### config.mk
export PLATFORM = sky130hd
export DESIGN_NAME = lcd_frame_buffer
export DESIGN_NICKNAME = d
export VERILOG_FILES = /design/src/rtl/lcd_frame_buffer.sv
export SDC_FILE = /design/constraint.sdc
export NUM_CORES = 1
export LEC_CHECK = 0
export CAP_MARGIN = 10
export CORE_UTILIZATION = 56
export DETAILED_ROUTE_END_ITERATION = 16
export MAX_ROUTING_LAYER = met4
export PLACE_DENSITY = 0.9
export SYNTH_ARGS = -nofsm -noshare
export SYNTH_HDL_FRONTEND = slang
export SYNTH_SLANG_ARGS = --single-unit
### constraint.sdc
create_clock -name clock -period 3.2 [get_ports clock]
set_input_delay 0.64 -clock clock [delete_from_list [all_inputs] [get_ports clock]]
set_output_delay 0.64 -clock clock [all_outputs]
set_load 0.005 [all_outputs]
### src/rtl/lcd_frame_buffer.sv
`timescale 1ns/1ps
// Double-buffered 32-character frame store feeding the 16x2 LCD driver.
// Characters are composed in a back buffer and published to data_out on commit.
module lcd_frame_buffer #(
  parameter logic [7:0] CLEAR_CHAR     = 8'h20,
  parameter int         REFRESH_CYCLES = 4
) (
  input  logic         clock,
  input  logic         rst,
  input  logic         wr_en,
  input  logic [4:0]   wr_addr,
  input  logic [7:0]   wr_char,
  input  logic         clear_req,
  input  logic         commit_req,
  output logic         busy,
  output logic         commit_done,
  output logic         lcd_refresh,
  output logic [255:0] data_out
);

  typedef enum logic [1:0] {IDLE, CLEAR, REFRESH} state_t;

  localparam logic [3:0] REF_LOAD = 4'(REFRESH_CYCLES - 1);

  state_t       state_reg, state_next;
  logic [4:0]   clr_idx_reg, clr_idx_next;
  logic [3:0]   ref_cnt_reg, ref_cnt_next;
  logic [7:0]   back_reg [32];
  logic [255:0] merged_frame;
  logic         buf_we;
  logic [4:0]   buf_addr;
  logic [7:0]   buf_data;
  logic         load_front;
  logic         commit_done_next;
  logic         lcd_refresh_next;

  // Commit snapshot with any same-cycle write folded in.
  genvar gi;
  generate
    for (gi = 0; gi < 32; gi++) begin : g_merge
      assign merged_frame[255-8*gi -: 8] =
        (wr_en && wr_addr == 5'(gi)) ? wr_char : back_reg[gi];
    end
  endgenerate

  always_comb begin
    state_next       = state_reg;
    clr_idx_next     = clr_idx_reg;
    ref_cnt_next     = ref_cnt_reg;
    buf_we           = 1'b0;
    buf_addr         = wr_addr;
    buf_data         = wr_char;
    load_front       = 1'b0;
    commit_done_next = 1'b0;
    lcd_refresh_next = lcd_refresh;
    case (state_reg)
      IDLE: begin
        lcd_refresh_next = 1'b0;
        if (clear_req) begin
          state_next   = CLEAR;
          clr_idx_next = 5'd0;
        end else if (commit_req) begin
          buf_we           = wr_en;
          load_front       = 1'b1;
          commit_done_next = 1'b1;
          lcd_refresh_next = 1'b1;
          ref_cnt_next     = REF_LOAD;
          state_next       = REFRESH;
        end else begin
          buf_we = wr_en;
        end
      end
      CLEAR: begin
        buf_we       = 1'b1;
        buf_addr     = clr_idx_reg;
        buf_data     = CLEAR_CHAR;
        clr_idx_next = clr_idx_reg + 5'd1;
        if (clr_idx_reg == 5'd31) state_next = IDLE;
      end
      REFRESH: begin
        // Next frame may be composed while the LCD driver restarts.
        buf_we = wr_en;
        if (ref_cnt_reg == 4'd0) begin
          lcd_refresh_next = 1'b0;
          state_next       = IDLE;
        end else begin
          ref_cnt_next = ref_cnt_reg - 4'd1;
        end
      end
      default: state_next = IDLE;
    endcase
  end

  always_ff @(posedge clock or negedge rst) begin
    if (!rst) begin
      state_reg   <= IDLE;
      clr_idx_reg <= 5'd0;
      ref_cnt_reg <= 4'd0;
      busy        <= 1'b0;
      commit_done <= 1'b0;
      lcd_refresh <= 1'b0;
      data_out    <= {32{CLEAR_CHAR}};
    end else begin
      state_reg   <= state_next;
      clr_idx_reg <= clr_idx_next;
      ref_cnt_reg <= ref_cnt_next;
      busy        <= (state_next != IDLE);
      commit_done <= commit_done_next;
      lcd_refresh <= lcd_refresh_next;
      if (load_front) data_out <= merged_frame;
    end
  end

  always_ff @(posedge clock or negedge rst) begin
    if (!rst) begin
      for (int i = 0; i < 32; i++) back_reg[i] <= CLEAR_CHAR;
    end else if (buf_we) begin
      back_reg[buf_addr] <= buf_data;
    end
  end

endmodule

==> results.toml, run 1 <==
[sta]
finalCritPeriodShare_pct = 89.1
slew_viol_final = 0
rsz0062_at_grt = "no"
final-setup-viol-count = 0
fmax_ghz = 0.351
hold_viol = 0
tns_ps = 0
slew_headroom_pct = 27.6
tightest_slew_ps = 1090
fin_skew_ps = 17.1
final.min_clock_period_ps = 2850

[detailed_routing]
firstDrtPassIters = 7
drt_iter0_markers = 1164
routed-via-count = 16100
drc = 0
drt-total-wl_mm = 62.9
avgViaCountPerCell = 5.99
detail-route-antenna-nets = 0
routedWlPerCell_um = 23.5

[final_layout]
fillers = 2676
seq_area_um2 = 13200
post-route-util_pct = 71.0
areaGrowthSynthToFinish_pct = 24.2
drive_gt1_share_pct = 25.4
multi_input_area_um2 = 9050
layout.nets = 2126
finalNonFillerCells = 2679
design_area_um2 = 28400

[setup_path]
crit_path_end_kind = "flip-flop"
r2r_start = "state_reg[1]$_DFF_PN0_"
r2r_cells = 5
rrSetupSlack_ps = 350
crit_type = "reg2reg"
cp.required_ps = 3660
critPathArrivalTime_ps = 3310
critPathLaunchType = "flip-flop"
path_max_fanout = 11
r2r_end = "back_reg[23]$_DFFE_PN0P_"

[clock_tree]
cts_buffer_depth = 3
clk_pin_slew_ps = 60
cts_setup_buffers = 0
postCtsHoldBufs = 0
cts_root_buf = "clkbuf_16"
numCtsBuffers = 52
clock_latency_ps = 600
cts.htree.levels = 2
clkSinkCount = 526
cts_tree = "yes"
cts.repair.resized = 0

[die]
die-area_um2 = 41600
io_pins = 277
num_rows = 73
initial_core_util_pct = 57.1
fp.dieH_um = 204
core-area_um2 = 40000
die_w_um = 204

[placed_design]
dp_hpwl_mm = 39.4
place_congestion = 0.967
place_inst = 2575
numPortBuffers = 276
placed_area_um2 = 26400

[synth]
syn_avg_cell_area_um2 = 12.4
synth_top_cell_by_area = "dfrtp_1"
postSynthCellCount = 1843
ys_warn_count = 0
yosysUniqueCellTypes = 51
yosysSeqAreaShare_pct = 57.9
netlist.area_leader.share_pct = 50.6
ys_seq_elements = 526
synthesis.area_um2 = 22900
ys_top_cells_by_area = "dfrtp_1 (51%), mux2_2 (12%), mux2i_1 (11%)"
syn_nets = 1865

[flow_run]
maxCapViolations = 0

[power_and_ir_drop]
power_density_nw_per_um2 = 995
worst_ir_drop_vdd_uv = 576
cellLeakagePower_nw = 13.2
power.total_mw = 28.3

[global_route]
antenna_found_initial = 8
grt_max_degree = 179
overflow = 0
gr-usage-all-layers_pct = 31.8
grt_pass1_vias = 16700
grt_pass1_wl_mm = 97.4

[min_path]
hold_class = "in2async"

[status]
status = "finished clean"
==> layout make-up <==
type | instances | share of cell area, %
clock buffers | 69 | 5.31
repair buffers | 348 | 12.1
clock inverters | 27 | 1.66
well taps | 525 | 2.31
flip-flops and latches | 526 | 46.6
multi-input cells | 1173 | 31.9
diodes | 8 | 0.0705
inverters | 3 | 0.0397
==> cell usage in the layout, fill, tap and decap left out, drive strengths merged, types with 8 or more instances in the layout <==
cell type / instances
bufinv: 13
mux2i: 261
nand2b: 8
buf: 81
and2: 8
dfrtp: 462
nand2: 14
clkinv: 11
clkdlybuf4s50: 267
mux2: 261
a21oi: 259
clkbuf: 69
diode: 8
nor2b: 8
nand4: 20
dfstp: 64
nor2: 273
==> synth_stat cells, drive strengths merged <==
| cell | n |
|---|---|
| a21oi | 259 |
| dfstp | 64 |
| and2 | 8 |
| inv | 3 |
| and4 | 6 |
| o21ai | 2 |
| nor4bb | 2 |
| a21o | 3 |
| buf | 24 |
| nand4b | 3 |
| dfrtp | 462 |
| clkbuf | 117 |
| nor4 | 7 |
| or2 | 1 |
| a22o | 4 |
| o32a | 2 |
| nand4 | 20 |
| nand2b | 8 |
| or3b | 1 |
| and3 | 1 |
| nor4b | 2 |
| nor2b | 8 |
| o32ai | 2 |
| xor2 | 2 |
| or4 | 4 |
| ha | 4 |
| mux2i | 261 |
| nor3 | 7 |
| nor3b | 1 |
| nand3 | 3 |
| o21bai | 1 |
| nand2 | 14 |
| or4bb | 1 |
| or3 | 2 |
| nor2 | 273 |
| mux2 | 261 |
==> routing by layer <==
layer	wire length, um	track usage, %
met5	0	-
met4	2270	11.6
met3	4690	6.31
met2	30000	49.3
met1	25900	41.7
==> how the worst max path moves through the flow <==
| stage | startpoint | to | slack, ps | cells past startpoint |
|---|---|---|---|---|
| after floorplan | wr_addr[0] | back_reg[248]$_DFFE_PN0P_ | 750 | 6 |
| after global placement | wr_addr[1] | data_out[59]$_DFFE_PN0P_ | 180 | 8 |
| after detailed placement | wr_addr[2] | data_out[224]$_DFFE_PN0P_ | 170 | 6 |
| after CTS | state_reg[1]$_DFF_PN0_ | back_reg[23]$_DFFE_PN0P_ | 360 | 5 |
| after global routing | state_reg[1]$_DFF_PN0_ | back_reg[23]$_DFFE_PN0P_ | 240 | 5 |
| final | state_reg[1]$_DFF_PN0_ | back_reg[23]$_DFFE_PN0P_ | 350 | 5 |
==> where the power goes <==
part	internal [mW]	switching, mW
clock network	4.35	2.61
registers	9.70	1.88
logic	5.39	4.32
total	19.4	8.81
==> stage by stage <==
stage | setup slack, ps | hold WS, ps
4_1_cts | 356 | 85.4
3_3_place_gp | 176 | 466
5_1_grt | 238 | 119
2_1_floorplan | 750 | 344
6_report | 350 | 80.9
3_5_place_dp | 170 | 470
==> logic make-up after synthesis <==
logic type               count (synthesis)  synth area share (%)
AND/OR/NAND/NOR                        372                  8.17
buffers and inverters                  144                  2.61
multiplexers                           522                  24.8
XOR/XNOR                                 2                0.0766
adder cells (fa/ha/maj)                  4                 0.219
flip-flops                             526                  57.9
AO/OA/AOI/OAI                          273                  6.23
==> critical path, stage by stage, from the launching register on <==
cell,delay (ps)
dfrtp_1,530
nor2b_4,490
mux2i_4,640
buf_4,320
nand4_2,320
mux2_2,410
Power figures use the tool's default switching activity.
==> run 2, diff against run 1 <==
CTS_CLUSTER_SIZE = 16   (was default)
==> results of run 2 <==
Same layout as run 1: the final DEF is identical, and so are final timing and power.
